**src/rtl/keypad_scan_if.sv**
```systemverilog
// ---------------------------------------------------------------------------
// keypad_scan_if
// Purpose : Bundles the keypad-facing pins and the decoded key outputs of the
//           keypad scanner. Clock and reset are plain ports on the modules.
// Signals : JAin       [3:0] keypad rows, pulled up, low = key closed
//           JAout      [3:0] keypad columns, exactly one bit low
//           outcode    [3:0] code of the last accepted key
//           key_valid        high while an accepted key is held down
//           key_strobe       one-cycle pulse when a new key is accepted
// Modports: master = the scanner (drives columns and key outputs)
//           slave  = the keypad / downstream consumer side
// ---------------------------------------------------------------------------
interface keypad_scan_if;
  logic [3:0] JAin;
  logic [3:0] JAout;
  logic [3:0] outcode;
  logic       key_valid;
  logic       key_strobe;

  modport master (
    input  JAin,
    output JAout,
    output outcode,
    output key_valid,
    output key_strobe
  );

  modport slave (
    output JAin,
    input  JAout,
    input  outcode,
    input  key_valid,
    input  key_strobe
  );
endinterface

```
**src/rtl/keypad_scan.sv**
```systemverilog
// ---------------------------------------------------------------------------
// keypad_scan
// Purpose : Scans a 4x4 matrix keypad by driving one column low at a time,
//           samples the synchronised rows at the end of each column dwell and
//           debounces whole-keypad scans before accepting a key press/release.
// Params  : SCAN_DIV        clk cycles each column stays driven (>= 4)
//           DEBOUNCE_SCANS  identical consecutive scans needed to accept
// Ports   : clk    system clock, rising edge
//           reset  asynchronous, active-low reset
//           kp     keypad_scan_if.master (JAin, JAout, outcode, key_valid,
//                  key_strobe)
// ---------------------------------------------------------------------------
module keypad_scan #(
  parameter int SCAN_DIV       = 50000,
  parameter int DEBOUNCE_SCANS = 4
) (
  input  logic          clk,
  input  logic          reset,
  keypad_scan_if.master kp
);

  localparam int DW = (SCAN_DIV > 1) ? $clog2(SCAN_DIV) : 1;
  localparam int CW = $clog2(DEBOUNCE_SCANS + 1);
  localparam logic [DW-1:0] DWELL_LAST = DW'(SCAN_DIV - 1);
  localparam logic [CW-1:0] DB_FULL    = CW'(DEBOUNCE_SCANS);

  typedef enum logic [1:0] {COL0, COL1, COL2, COL3} colState_t;

  // A scan result: found=0 means NONE, and code is then always zero so that
  // whole-struct equality compares NONE correctly.
  typedef struct packed {
    logic       found;
    logic [3:0] code;
  } scanRes_t;

  colState_t     r_col;
  colState_t     w_nextCol;
  logic [DW-1:0] r_dwell;
  logic          w_sampleNow;
  logic [3:0]    r_rowMeta;
  logic [3:0]    r_rowSync;
  logic [3:0]    r_jaOut;
  scanRes_t      r_scanAcc;
  scanRes_t      r_scanDone;
  scanRes_t      w_scanBase;
  scanRes_t      w_scanNext;
  logic          r_evalPending;
  scanRes_t      r_cand;
  logic [CW-1:0] r_dbCount;
  logic [CW-1:0] w_newCount;
  logic [3:0]    r_outcode;
  logic          r_keyValid;
  logic          r_keyStrobe;

  // Physical key legend: row r, column c -> hex key code.
  function automatic logic [3:0] keyCode(input logic [1:0] row, input logic [1:0] col);
    logic [3:0] code;
    case ({row, col})
      4'h0: code = 4'h1;  4'h1: code = 4'h2;  4'h2: code = 4'h3;  4'h3: code = 4'hA;
      4'h4: code = 4'h4;  4'h5: code = 4'h5;  4'h6: code = 4'h6;  4'h7: code = 4'hB;
      4'h8: code = 4'h7;  4'h9: code = 4'h8;  4'hA: code = 4'h9;  4'hB: code = 4'hC;
      4'hC: code = 4'h0;  4'hD: code = 4'hF;  4'hE: code = 4'hE;  default: code = 4'hD;
    endcase
    return code;
  endfunction

  // Two-flop synchroniser: the keypad rows are asynchronous mechanical inputs.
  always_ff @(posedge clk or negedge reset) begin
    if (!reset) begin
      r_rowMeta <= 4'hF;
      r_rowSync <= 4'hF;
    end else begin
      r_rowMeta <= kp.JAin;
      r_rowSync <= r_rowMeta;
    end
  end

  // Column FSM state register, dwell counter and registered column drive.
  always_ff @(posedge clk or negedge reset) begin
    if (!reset) begin
      r_col   <= COL0;
      r_dwell <= '0;
      r_jaOut <= 4'b1110;
    end else begin
      r_col   <= w_nextCol;
      r_dwell <= w_sampleNow ? '0 : r_dwell + DW'(1);
      r_jaOut <= ~(4'b0001 << w_nextCol);
    end
  end

  // Column advance: the rows are sampled on the last dwell cycle, and the
  // next column is driven from the following cycle.
  always_comb begin
    w_sampleNow = (r_dwell == DWELL_LAST);
    w_nextCol   = r_col;
    if (w_sampleNow) begin
      case (r_col)
        COL0:    w_nextCol = COL1;
        COL1:    w_nextCol = COL2;
        COL2:    w_nextCol = COL3;
        default: w_nextCol = COL0;
      endcase
    end
  end

  // Scan accumulator: column 0 starts a fresh scan, and only the first low row
  // seen is kept, giving lowest-column-then-lowest-row priority. The loop runs
  // downwards so the lowest low row is the last assignment.
  always_comb begin
    w_scanBase = (r_col == COL0) ? scanRes_t'('0) : r_scanAcc;
    w_scanNext = w_scanBase;
    if (!w_scanBase.found) begin
      for (int r = 3; r >= 0; r--) begin
        if (!r_rowSync[r]) begin
          w_scanNext.found = 1'b1;
          w_scanNext.code  = keyCode(2'(r), r_col);
        end
      end
    end
  end

  // Debounce count for the finished scan: same result extends the run
  // (saturating), a different result restarts it at one.
  always_comb begin
    if (r_scanDone == r_cand) begin
      w_newCount = (r_dbCount == DB_FULL) ? DB_FULL : r_dbCount + CW'(1);
    end else begin
      w_newCount = CW'(1);
    end
  end

  // Scan capture and end-of-scan evaluation. Evaluation happens the cycle
  // after the column 3 sample. A saturated run of a held key matches the
  // accepted code, so a held key strobes only once.
  always_ff @(posedge clk or negedge reset) begin
    if (!reset) begin
      r_scanAcc     <= '0;
      r_scanDone    <= '0;
      r_evalPending <= 1'b0;
      r_cand        <= '0;
      r_dbCount     <= '0;
      r_outcode     <= 4'h0;
      r_keyValid    <= 1'b0;
      r_keyStrobe   <= 1'b0;
    end else begin
      r_evalPending <= 1'b0;
      r_keyStrobe   <= 1'b0;
      if (w_sampleNow) begin
        r_scanAcc <= w_scanNext;
        if (r_col == COL3) begin
          r_scanDone    <= w_scanNext;
          r_evalPending <= 1'b1;
        end
      end
      if (r_evalPending) begin
        r_cand    <= r_scanDone;
        r_dbCount <= w_newCount;
        if (w_newCount == DB_FULL) begin
          if (r_scanDone.found) begin
            if (!r_keyValid || (r_scanDone.code != r_outcode)) begin
              r_outcode   <= r_scanDone.code;
              r_keyValid  <= 1'b1;
              r_keyStrobe <= 1'b1;
            end
          end else begin
            r_keyValid <= 1'b0;
          end
        end
      end
    end
  end

  assign kp.JAout      = r_jaOut;
  assign kp.outcode    = r_outcode;
  assign kp.key_valid  = r_keyValid;
  assign kp.key_strobe = r_keyStrobe;

endmodule

```
**src/flat_wrapper.sv**
```systemverilog
// flat-port wrapper written by rule: the top's interface ports become plain ports
module keypad_scan_flat 
#(
  parameter int SCAN_DIV       = 50000,
  parameter int DEBOUNCE_SCANS = 4
)
  (clk, reset, kp_JAin, kp_JAout, kp_outcode, kp_key_valid, kp_key_strobe);
  keypad_scan_if kp_i ();
  input  logic clk;
  input  logic reset;
  input wire logic [$bits(kp_i.JAin)-1:0] kp_JAin;
  output wire logic [$bits(kp_i.JAout)-1:0] kp_JAout;
  output wire logic [$bits(kp_i.outcode)-1:0] kp_outcode;
  output wire logic [$bits(kp_i.key_valid)-1:0] kp_key_valid;
  output wire logic [$bits(kp_i.key_strobe)-1:0] kp_key_strobe;
  assign kp_i.JAin = kp_JAin;
  assign kp_JAout = kp_i.JAout;
  assign kp_outcode = kp_i.outcode;
  assign kp_key_valid = kp_i.key_valid;
  assign kp_key_strobe = kp_i.key_strobe;
  keypad_scan #(.SCAN_DIV(SCAN_DIV), .DEBOUNCE_SCANS(DEBOUNCE_SCANS)) u_core (.clk(clk), .reset(reset), .kp(kp_i));
endmodule
```
**config.mk**
```make
export PLATFORM = sky130hd
export DESIGN_NAME = keypad_scan_flat
export DESIGN_NICKNAME = d
export VERILOG_FILES = /design/src/rtl/keypad_scan_if.sv /design/src/rtl/keypad_scan.sv /design/src/flat_wrapper.sv
export SDC_FILE = /design/constraint.sdc
export NUM_CORES = 1
export LEC_CHECK = 0
export BUFFER_PORTS_ARGS = -buffer_cell sky130_fd_sc_hd__buf_2
export CORE_ASPECT_RATIO = 1.1
export CORE_MARGIN = 1
export CORE_UTILIZATION = 45
export DETAILED_ROUTE_END_ITERATION = 7
export PLACE_DENSITY_LB_ADDON = 0.08
export SLEW_MARGIN = 20
export SYNTH_ARGS = -nofsm -noshare
export SYNTH_HDL_FRONTEND = slang
export SYNTH_SLANG_ARGS = --single-unit
```
**constraint.sdc**
```tcl
create_clock -name clk -period 3.15 [get_ports clk]
set_input_delay 0.1575 -clock clk [delete_from_list [all_inputs] [get_ports clk]]
set_output_delay 0.1575 -clock clk [all_outputs]
set_load 0.1 [all_outputs]
```
==> impl_metrics.tcl, run 1 <==
set metrics [dict create \
    cp.required_ps 3330 \
    fin_ws_ps 1040 \
    num_vias 1741 \
    path_clk_slew_ps 90 \
    gp_congestion 0.753 \
    critPathArrivalTime_ps 2300 \
    synth-async-reset-ratio 1.00 \
    drive_gt1_frac 0.189 \
    syn_inst 237 \
    tightest_slew_ps 478 \
    fmax_mhz 473 \
    post_dp_cell_area_um2 2730 \
    h-tree-depth 2 \
    grt_start_max_net_pins 23 \
    ir_drop_v 0.000328 \
    grt-busiest-layer "met2" \
    hold_viol 0 \
    ys_seq_area_frac 0.539 \
    synth_area_leaders "dfrtp_1 (43%), dfstp_2 (11%), xor2_1 (4.1%), mux2_2 (3.9%), ha_1 (3.4%)" \
    overflow 0 \
    power_leakage_nw 1.35 \
    wirelength_um 4510 \
    setup_viol 0 \
    viasPerCell 5.21 \
    setup_tns_ps 0 \
    synth_top_area_frac 0.427 \
    clock-root-buffer "clkbuf_8" \
    port_buffers 15 \
    grt_util_met2 0.265 \
    dieArea_um2 6040 \
    min_period_ps 2110 \
    cts_resized 0 \
    rsz0062_at_grt "no" \
    yosysWarnings 0 \
    drcViolationCount 0 \
    ios 16 \
    crit_start "u_core.r_dwell[5]" \
    cts.sinks 55 \
    cts_made_buffers 5 \
    syn_to_final_growth_pct 11.2 \
    relSlewSlack 0.681 \
    grt_pass1_vias 1644 \
    yosys_most_used_dff "dfrtp_1" \
    antenna_found_initial 0 \
    crit_fanout 14 \
    min_period_over_period 0.671 \
    syn_area_um2 2580 \
    max_cap_viol_count 0 \
    wl_per_cell_um 13.5 \
    cts_tree "built" \
    cp-end-kind "flop" \
    drv_slew 0 \
    outcome "finished, final reports clean" \
    core-area_um2 5470 \
    clock_latency_ps 310 \
    use_met1 0.227 \
    hpwl_um 3110 \
    r2r_start "u_core.r_dwell[5]" \
    hold_class "in -> async" \
    yosys.area.top_type "dfrtp_1" \
    dr.pass1.iters 4 \
    yosys.cell_count.top_type "dfrtp_1" \
    die_h_um 81.4 \
    synth_common_cells "dfrtp_1 (44), nand2_1 (20), nor2_1 (17)" \
    ys_seq_elements 55 \
    syn_nets 250 \
    synth_edf_count 0 \
    worstSetupStartpointType "flop" \
    pre_cts_ws_ps 1020 \
    cts.path.max_buffers 2 \
    start_util 0.472 \
    met3_usage 0.0372 \
    die_x_um 74.2 \
    antenna_cells 0 \
    synth.avg_cell_area_um2 10.9 \
    ys_types 48 \
    criticalPathCategory "reg -> reg" \
    fin_area_um2 2870 \
    layout.nets 271 \
    fin_skew_ps 3.17 \
    grt_pass1_wl_um 7650 \
    drt_iter0_drc 57 \
    num_rows 28 \
    postRouteAntennaNets 0 \
    grt.total_usage 0.171 \
    powerDensity_nw_per_um2 400 \
]
## timing repair
item | 4_1_cts | 5_1_grt
buffers inserted | 0 | 0
hold buffers | 5 | 0
endpoints found under the hold margin | 24 | 0
## flip-flops by register name (all words and copies together) (netlist names)
register and count:
u_core.r_dwell 16, u_core.r_dbCount 3, u_core.kp.key_strobe 1, u_core.kp.JAout 4, u_core.kp.key_valid 1, u_core.r_rowSync 4, u_core.r_scanDone 5, u_core.r_rowMeta 4
u_core.r_col 2, u_core.kp.outcode 4, u_core.r_scanAcc 5, u_core.r_cand 5, u_core.r_evalPending 1
## routing by layer
layer | wire, µm | up-vias
met5 | 0 | -
met4 | 82 | 0
met3 | 124 | 8
met2 | 2090 | 26
met1 | 2210 | 839
li1 | - | 868
## worst max-delay path, cell delays in order (launching register included)
cell and delay (ps):
dfrtp_1 420, or4b_4 560, or4_1 710, nor3_1 240, a31oi_1 60
## cell type report
| class | count | area [µm²] |
|---|---|---|
| Multi-Input combinational cell | 163 | 1110 |
| Inverter | 10 | 37.5 |
| Tap cell | 75 | 93.8 |
| Clock inverter | 1 | 3.75 |
| Sequential cell | 55 | 1390 |
| Timing Repair Buffer | 23 | 148 |
| Fill cell | 514 | 2600 |
| Clock buffer | 7 | 86.3 |
## power breakdown
part / switching, mW / internal, mW
logic: 0.0216 / 0.0139
registers: 0.00638 / 0.715
clock network: 0.213 / 0.177
total: 0.241 / 0.906
## placed cells by master, fill, tap and decap left out, drive strengths merged, types with 2 or more instances in the layout
cell type	instances
mux2	10
inv	10
and4	4
xnor2	10
nor2b	3
a21o	2
nand2b	3
o31ai	4
o41ai	2
and3	4
clkbuf	7
nand3	8
or4	2
nor3	4
dfstp	11
nand2	21
nor4	2
dlygate4sd3	5
dfrtp	44
buf	18
nor2	17
ha	7
o21ai	13
nand4	2
a31oi	5
xor2	12
a21oi	13
## worst paths after layout
check / endpoint / cells past startpoint / slack [ps]
max: u_core.kp.JAout[0] / 4 / 1040
min: u_core.kp.outcode[2] / 2 / 330
max reg2reg: u_core.kp.JAout[0] / 4 / 1040
min reg2reg: u_core.r_rowSync[0] / 0 / 360
max in group asynchronous: u_core.kp.JAout[1] / 3 / 2100
min in group clk: u_core.r_rowSync[0] / 0 / 360
## cell families after synthesis
kind of cell	share of synthesized area
muxes	0.0476
buffers and inverters	0.0315
and+or+nand+nor	0.168
adders and majority gates	0.0340
xor gates and xnor gates	0.0747
AOI/OAI and AO/OA	0.105
DFF	0.539
## metrics by stage
| stage | util | std cells | power, mW | hold slack (ps) |
|---|---|---|---|---|
| after floorplan | - | 237 | 0.745 | -138 |
| after global placement | 0.499 | 321 | 0.766 | 148 |
| after detailed placement | 0.499 | 321 | 0.767 | 147 |
| after CTS | 0.524 | 334 | 1.17 | 334 |
| after global routing | 0.524 | 334 | 1.20 | 362 |
| final | 0.524 | 334 | 1.15 | 328 |
(Power assumes the default switching activity.)
==> inputs of run 2 (changes only) <==
--- a/config.mk
+++ b/config.mk
@@ -5,6 +5,7 @@
 export SDC_FILE = /design/constraint.sdc
 export NUM_CORES = 1
 export LEC_CHECK = 0
+export ABC_AREA = 1
 export BUFFER_PORTS_ARGS = -buffer_cell sky130_fd_sc_hd__buf_2
 export CORE_ASPECT_RATIO = 1.1
 export CORE_MARGIN = 1
==> constraint.sdc (replaced) <==
create_clock -name clk -period 2.1 [get_ports clk]
set_input_delay 0.105 -clock clk [delete_from_list [all_inputs] [get_ports clk]]
set_output_delay 0.105 -clock clk [all_outputs]
set_load 0.1 [all_outputs]
==> impl_metrics.tcl, run 2 <==
set metrics [dict create \
    outcome "finished, final reports clean" \
    hold_viol 0 \
    tightest_slew_ps 658 \
    ys_types 34 \
    place_inst 413 \
    postRouteAntennaNets 0 \
    fin_area_um2 3060 \
    post_dp_cell_area_um2 2910 \
    syn_to_final_growth_pct 12.1 \
    overflow 0 \
    synthMuxAreaShare 0 \
    largest_register_ff_count 16 \
    cts_resized 0 \
    cp.required_ps 2300 \
    ys_seq_elements 55 \
    cts.sinks 55 \
    syn_nets 336 \
    relSlewSlack 0.561 \
    cts.path.max_buffers 2 \
    synth_compound_area_frac 0.0798 \
    grt-busiest-layer "met2" \
    clock_latency_ps 300 \
    cp-end-kind "flop" \
    setup_tns_ps 0 \
    num_rows 29 \
    num_vias 1992 \
    power_leakage_nw 1.53 \
    criticalPathCategory "reg -> reg" \
    hold_class "in -> async" \
    drive_gt1_frac 0.155 \
    drt_iter0_drc 62 \
    seq_area_um2 1390 \
    hpwl_um 3570 \
    grt_pass1_wl_um 8310 \
    fmax_mhz 588 \
    synth.avg_cell_area_um2 8.44 \
    critPathArrivalTime_ps 1900 \
    yosysWarnings 0 \
    use_met1 0.206 \
    dr.pass1.iters 4 \
    synth_top_area_frac 0.404 \
    antenna_cells 0 \
    gp_congestion 0.842 \
    core-area_um2 5810 \
    synth_xor_area_frac 0.0225 \
    multiInputGateArea_um2 1130 \
    grt.total_usage 0.164 \
    viasPerCell 4.68 \
    ff2ff_path_depth 8 \
    wl_per_cell_um 11.1 \
    worstSetupStartpointType "flop" \
    start_util 0.470 \
    synth-async-reset-ratio 1.00 \
    max_cap_viol_count 0 \
    port_buffers 15 \
    crit_start "u_core.r_col[1]" \
    die_x_um 76.2 \
    powerDensity_nw_per_um2 576 \
    synth_edf_count 0 \
    antenna_found_initial 0 \
    rsz0062_at_grt "no" \
    dieArea_um2 6380 \
    yosys_most_used_dff "dfrtp_1" \
    fin_skew_ps 6.87 \
    fin_hold_ws_ps 360 \
    fin_util 0.527 \
    grt_start_max_net_pins 29 \
    ir_drop_v 0.000387 \
    drv_slew 0 \
    synth-simple-area-share 0.279 \
    syn_inst 323 \
    syn_area_um2 2730 \
    synth_top_family_by_area "simple AND/OR/NAND/NOR gates" \
    yosys.cell_count.top_type "nand2_1" \
    met3_usage 0.0295 \
    h-tree-depth 2 \
    synth_area_leaders "dfrtp_1 (40%), nand2_1 (13%), dfstp_2 (11%), inv_1 (6.5%), nor2_1 (3.3%)" \
    final_common_cell "nand2_1" \
    cts_made_buffers 5 \
    power_mw 1.76 \
    synth_adder_area_share 0.0321 \
    largest-register "u_core.r_dwell" \
    fin_ws_ps 400 \
    fillers 574 \
    grt_util_met2 0.282 \
    setup_viol 0 \
    die_h_um 83.7 \
    min_period_ps 1700 \
    mostFrequentLayoutCells "nand2_1 (92), inv_1 (47), dfrtp_1 (44)" \
    clock-root-buffer "clkbuf_8" \
    drcViolationCount 0 \
    r2r_start "u_core.r_col[1]" \
    synth_common_cells "nand2_1 (92), inv_1 (47), dfrtp_1 (44)" \
    min_period_over_period 0.810 \
    wirelength_um 4720 \
    ys_seq_area_frac 0.510 \
    yosys.area.top_type "dfrtp_1" \
    path_clk_slew_ps 90 \
    pre_cts_ws_ps 418 \
    fin_cells 426 \
    ios 16 \
    grt_pass1_vias 1908 \
    cts_tree "built" \
    crit_fanout 6 \
    layout.nets 361 \
]
## run 2: changes by cell type after synthesis, sizes merged, moves of 9 or more
cell / previous run / this run
inv: 10 / 52
nand2: 21 / 93
o21ai: 13 / 22
a21oi: 13 / 4
xnor2: 10 / 1
mux2: 10 / 0
nor2: 17 / 29
## run 2: repair_timing
action / CTS / global route
setup buffers: 0 / 0
hold endpoints to repair: 29 / 0
hold buffers: 5 / 0
## run 2: worst paths after layout
path,endpoint,slack (ps)
max,u_core.r_scanDone[4],400
max reg2reg,u_core.r_scanDone[4],400
min,u_core.kp.key_strobe,360
min reg2reg,u_core.r_rowSync[3],360
max in group asynchronous,u_core.kp.JAout[3],1090
min in group clk,u_core.r_rowSync[3],360
## run 2: worst max-delay path: stages, from the launching register on
cell,delay [ps]
dfrtp_1,410
inv_1,110
ha_1,200
inv_1,120
nand2_1,150
inv_1,90
nor4_1,320
nand2_1,100
o21a_1,110
## run 2: per-layer routing
metal  part of all wire  up-vias
li1                   -     1071
met1               0.50      895
met2               0.46       22
met3              0.026        4
met4              0.013        0
met5                  0        -
## run 2: power breakdown
part / leakage, nW / internal, mW / switching [mW] / total (mW)
Clock: 0.0548 / 0.301 / 0.329 / 0.631
Sequential: 0.716 / 1.07 / 0.00439 / 1.08
Combinational: 0.754 / 0.0189 / 0.0346 / 0.0534
## run 2: layout make-up
| type | instances | area share |
|---|---|---|
| Clock inverter | 1 | 0.00205 |
| Clock buffer | 7 | 0.0315 |
| Tap cell | 77 | 0.0315 |
| Sequential cell | 55 | 0.455 |
| Timing Repair Buffer | 21 | 0.0475 |
| Inverter | 52 | 0.0638 |
| Multi-Input combinational cell | 213 | 0.369 |
## run 2: kinds of logic after synthesis
logic type | after synthesis
AO/OA/AOI/OAI | 37
XOR/XNOR | 7
adder cells (fa/ha/maj) | 7
buffers and inverters | 55
flip-flops | 55
AND/OR/NAND/NOR | 162
